$ cat src/rtl/box_muller_gauss_out.sv
// Final Box-Muller stage: pairs one magnitude with one sin/cos sample, forms
// x0 = f*sin and x1 = f*cos, rounds/saturates to Q5.11 and streams x0 then x1.
module box_muller_gauss_out #(
  parameter int MAG_W     = 16,
  parameter int MAG_FRAC  = 13,
  parameter int TRIG_W    = 16,
  parameter int TRIG_FRAC = 15,
  parameter int OUT_W     = 16,
  parameter int OUT_FRAC  = 11,
  parameter int CNT_W     = 16
) (
  input  logic              clk,
  input  logic              reset,
  input  logic              mag_valid,
  input  logic [MAG_W-1:0]  mag_in,
  output logic              mag_ready,
  input  logic              trig_valid,
  input  logic [TRIG_W-1:0] sin_in,
  input  logic [TRIG_W-1:0] cos_in,
  output logic              trig_ready,
  output logic              sample_valid,
  output logic [OUT_W-1:0]  sample_data,
  output logic              sample_idx,
  input  logic              sample_ready,
  output logic [CNT_W-1:0]  pair_count
);

  localparam int PROD_W = MAG_W + TRIG_W + 1;
  localparam int SUM_W  = PROD_W + 1;
  localparam int SHIFT  = MAG_FRAC + TRIG_FRAC - OUT_FRAC;

  localparam logic signed [SUM_W-1:0] ROUND_ADD =
    {{(SUM_W-SHIFT){1'b0}}, 1'b1, {(SHIFT-1){1'b0}}};
  localparam logic signed [SUM_W-1:0] SAT_MAX =
    {{(SUM_W-OUT_W+1){1'b0}}, {(OUT_W-1){1'b1}}};
  localparam logic signed [SUM_W-1:0] SAT_MIN =
    {{(SUM_W-OUT_W+1){1'b1}}, {(OUT_W-1){1'b0}}};

  typedef enum logic [1:0] {
    S_COLLECT = 2'd0,
    S_MUL     = 2'd1,
    S_OUT0    = 2'd2,
    S_OUT1    = 2'd3
  } state_t;

  state_t state_q, state_d;

  logic              mag_held_q, trig_held_q;
  logic [MAG_W-1:0]  mag_q;
  logic [TRIG_W-1:0] sin_q, cos_q;
  logic [OUT_W-1:0]  x0_q, x1_q, x0_d, x1_d;
  logic [CNT_W-1:0]  pair_count_q;

  logic mag_take, trig_take, pair_done;

  logic signed [PROD_W-1:0] prod0, prod1;
  logic signed [SUM_W-1:0]  sum0, sum1, shr0, shr1;

  // Readies decode registered state only, so no valid-to-ready path exists.
  assign mag_ready  = (state_q == S_COLLECT) && !mag_held_q;
  assign trig_ready = (state_q == S_COLLECT) && !trig_held_q;
  assign mag_take   = mag_valid && mag_ready;
  assign trig_take  = trig_valid && trig_ready;
  assign pair_done  = (state_q == S_OUT1) && sample_ready;
  assign pair_count = pair_count_q;

  always_ff @(posedge clk or negedge reset) begin
    if (!reset) begin
      state_q <= S_COLLECT;
    end else begin
      state_q <= state_d;
    end
  end

  always_comb begin
    state_d = state_q;
    case (state_q)
      S_COLLECT: begin
        if ((mag_held_q || mag_take) && (trig_held_q || trig_take)) begin
          state_d = S_MUL;
        end
      end
      S_MUL:  state_d = S_OUT0;
      S_OUT0: if (sample_ready) state_d = S_OUT1;
      S_OUT1: if (sample_ready) state_d = S_COLLECT;
      default: state_d = S_COLLECT;
    endcase
  end

  always_comb begin
    sample_valid = 1'b0;
    sample_data  = '0;
    sample_idx   = 1'b0;
    case (state_q)
      S_OUT0: begin
        sample_valid = 1'b1;
        sample_data  = x0_q;
      end
      S_OUT1: begin
        sample_valid = 1'b1;
        sample_data  = x1_q;
        sample_idx   = 1'b1;
      end
      default: ;
    endcase
  end

  always_ff @(posedge clk or negedge reset) begin
    if (!reset) begin
      mag_held_q  <= 1'b0;
      trig_held_q <= 1'b0;
      mag_q       <= '0;
      sin_q       <= '0;
      cos_q       <= '0;
    end else begin
      if (mag_take) begin
        mag_held_q <= 1'b1;
        mag_q      <= mag_in;
      end
      if (trig_take) begin
        trig_held_q <= 1'b1;
        sin_q       <= sin_in;
        cos_q       <= cos_in;
      end
      if (pair_done) begin
        mag_held_q  <= 1'b0;
        trig_held_q <= 1'b0;
      end
    end
  end

  // Magnitude is unsigned, so it is zero-extended before the signed multiply.
  assign prod0 = $signed({1'b0, mag_q}) * $signed(sin_q);
  assign prod1 = $signed({1'b0, mag_q}) * $signed(cos_q);
  assign sum0  = $signed({prod0[PROD_W-1], prod0}) + ROUND_ADD;
  assign sum1  = $signed({prod1[PROD_W-1], prod1}) + ROUND_ADD;
  assign shr0  = sum0 >>> SHIFT;
  assign shr1  = sum1 >>> SHIFT;

  always_comb begin
    x0_d = shr0[OUT_W-1:0];
    if (shr0 > SAT_MAX)      x0_d = SAT_MAX[OUT_W-1:0];
    else if (shr0 < SAT_MIN) x0_d = SAT_MIN[OUT_W-1:0];
    x1_d = shr1[OUT_W-1:0];
    if (shr1 > SAT_MAX)      x1_d = SAT_MAX[OUT_W-1:0];
    else if (shr1 < SAT_MIN) x1_d = SAT_MIN[OUT_W-1:0];
  end

  always_ff @(posedge clk or negedge reset) begin
    if (!reset) begin
      x0_q         <= '0;
      x1_q         <= '0;
      pair_count_q <= '0;
    end else begin
      if (state_q == S_MUL) begin
        x0_q <= x0_d;
        x1_q <= x1_d;
      end
      if (pair_done) begin
        pair_count_q <= pair_count_q + 1'b1;
      end
    end
  end

endmodule

$ cat config.mk
export PLATFORM = sky130hd
export DESIGN_NAME = box_muller_gauss_out
export DESIGN_NICKNAME = d
export VERILOG_FILES = /design/src/rtl/box_muller_gauss_out.sv
export SDC_FILE = /design/constraint.sdc
export NUM_CORES = 1
export LEC_CHECK = 0
export BUFFER_PORTS_ARGS = -buffer_cell sky130_fd_sc_hd__buf_4
export CORE_MARGIN = 8
export CORE_UTILIZATION = 45
export DETAILED_ROUTE_END_ITERATION = 8
export SETUP_SLACK_MARGIN = 0.02
export SKIP_LAST_GASP = 1
export SLEW_MARGIN = 40
export SYNTH_ARGS = -nofsm -noshare
export SYNTH_HDL_FRONTEND = slang
export SYNTH_SLANG_ARGS = --single-unit
$ cat constraint.sdc
create_clock -name clk -period 8.4 [get_ports clk]
set_clock_uncertainty 0.1 [all_clocks]
set_input_delay 0.84 -clock clk [delete_from_list [all_inputs] [get_ports clk]]
set_output_delay 0.84 -clock clk [all_outputs]
set_load 0.005 [all_outputs]
==> impl_metrics.ini <==
[status]
status = complete, no violations

[drt]
drt_iter0_markers = 990
viasPerCell = 5.27
wire_per_inst_um = 17.9
drc = 0
drtPass1Iterations = 5
vias = 15549
drtAntennaViolNets = 0
wl_mm = 52.8

[logic_synthesis]
synth_xor_xnor_area_share_pct = 1.92
synth_area_per_cell_um2 = 9.31
synth_compound_area_share_pct = 6.04
synthSimpleGateAreaFrac_pct = 15.4
synthFlopType = dfrtp_1
synth-seq-cells = 100
synthMuxAreaShare_pct = 3.13
synthArstFlopShare_pct = 100
synth_edf_count = 0
ys_warn_count = 0
synthCells = 2308
ys_seq_area_share_pct = 11.6
syn_nets = 2999
synthAdderAreaFrac_pct = 51.2
mappedNetlistArea_mm2 = 0.0215
ys_types = 71
synth_top_family_by_area = adder cells

[clock_tree]
cts_sinks = 100
cts_tree = built
postCtsResizedCells = 0
clkTransAtPathRegs_ps = 90
clk_latency_ps = 390
cts_max_level = 3
cts_hold_buf = 0
clockBufferDepth = 2
cts_made_buffers = 9
cts_root_buf = clkbuf_16
post_cts_buffers = 0

[worst_setup_path]
startpoint_type = flip-flop
critPathMaxFanout = 20
criticalPathCategory = flip-flop to flip-flop
cp.required_ps = 8630
worst_setup_path_end_kind = flip-flop
arrival_ps = 7550

[die]
coreArea_mm2 = 0.0474
die_area_mm2 = 0.0550
die_w_um = 235
initial_core_util_pct = 45.3
io_pins = 89
row_count = 80
die_h_um = 235

[layout]
seq_area_mm2 = 0.00251
n_fill_cell = 4467
layout-drive-gt1-share_pct = 9.99
finish.instance_area_mm2 = 0.0230
multiInputGateArea_mm2 = 0.0167
syn_to_final_growth_pct = 7.15
layout_commonest_cell = inv_1
num_antenna_cells = 0
nets = 3019
final_cell_mix = inv_1 (497), fa_1 (386), nand2_1 (300), ha_1 (252), and2_1 (229)
final_util_pct = 48.5

[sta]
maxSlewViolCount = 0
period_minus_slack_ps = 7320
rsz0062_at_grt = no
relSlewSlack_pct = 43.9
max_freq_mhz = 137
whs_ps = 245
finalCritPeriodShare_pct = 87.2
fin_tns_setup_ps = 0
setup_viol = 0
tightest_slew_ps = 842
finalHoldViolCount = 0

[global_routing]
grt_start_max_net_pins = 76
grt_pass1_vias = 17368
grt_remaining_overflow = 0
grt_pass1_wl_mm = 89.7
antenna_found_initial = 3
grt_usage_pct = 20.6

[hold_path]
hold_class = input port to async pin

[run]
drv_cap = 0

[placement]
io_buffers = 88
dp_hpwl_mm = 42.4
place_area_mm2 = 0.0227
gp_congestion = 0.837
-- worst paths after layout --
check | startpoint | end | slack [ps] | cells after the start
min | reset | pair_count[1] | 240 | 1
min in group clk | pair_count[15] | pair_count[15] | 380 | 1
min reg2reg | pair_count[15] | pair_count[15] | 380 | 1
max | mag_q[8] | x1_q[14] | 1080 | 22
max reg2reg | mag_q[8] | x1_q[14] | 1080 | 22
max in group asynchronous | reset | mag_q[2] | 6850 | 2
-- per-layer routing --
layer	GRT usage, %	part of all wire, %	vias to the layer above
met4	6.12	2.5	4
met3	3.31	5.2	81
li1	-	-	7060
met2	35.1	48	372
met1	26.9	44	8032
met5	0	0.051	-
-- cells in the mapped netlist, drive strengths merged (3+ instances only) --
library cell  instances  area share, %
inv                 499            8.7
fa                  386             36
nand2               301            5.3
ha                  252             15
and2                232            6.8
dfrtp               100             12
clkbuf               94            1.6
mux2                 59            3.1
a21oi                51            1.3
nor2                 49           0.87
o21ai                32           0.81
xnor2                31            1.3
nand2b               19           0.55
nand3                19           0.44
nand4                17           0.49
a22o                 16           0.65
xor2                 16           0.65
maj3                 12           0.61
a21o                 10           0.35
o211ai               10           0.37
buf                   9           0.28
o21bai                7           0.24
or2                   7           0.20
and3                  6           0.17
nor3                  6           0.14
o21a                  6           0.21
a31oi                 5           0.15
o31ai                 5           0.17
a211o                 4           0.16
a211oi                4           0.16
nor2b                 4           0.12
o211a                 4           0.19
o2bb2ai               4           0.16
a31o                  3           0.12
o22ai                 3          0.087
-- worst max-delay path, stage by stage, from the launching register on --
cell and delay, ps:
dfrtp_1 770, buf_4 390, nand2_1 120, fa_1 560, inv_1 50, fa_1 550, fa_1 430, fa_1 460
fa_1 490, inv_1 50, fa_1 470, inv_1 40, ha_1 340, a21oi_1 160, o211ai_1 130, a221oi_2 310
o211ai_1 180, o21ai_4 340, o211ai_2 130, and2_4 200, xor2_1 600, nand3_1 240, nand3_1 140
-- cells by family after synthesis --
kind of cell    count (synthesis)
compound gates                179
xor+xnor                       47
fa+ha+maj                     650
buf+inv                       603
flops                         100
mux                            59
simple gates                  670
-- area by class of cell --
type                    count  area share (%)
flip-flops and latches    100            10.9
repair buffers            112            3.67
well taps                 615            3.34
clock buffers               9           0.978
clock inverters             7           0.397
multi-input cells        1605            72.6
inverters                 500            8.15
-- state kept, by name, summed over array words and instances (netlist names) --
name and cells:
x0_q 16, trig_held_q 1, x1_q 16, pair_count 16, cos_q 16, mag_q 16
mag_held_q 1, sin_q 16, state_q 2
-- metrics by stage --
stage | setup WS (ps) | instances
after global placement | 1190 | 2932
final | 1080 | 2948
after global routing | 705 | 2948
after CTS | 1130 | 2948
after floorplan | 2110 | 2308
after detailed placement | 1180 | 2932
Power is left out: the tool's default activity adds up to more than one toggle a clock period on the data nets, which glitch-free logic cannot reach.
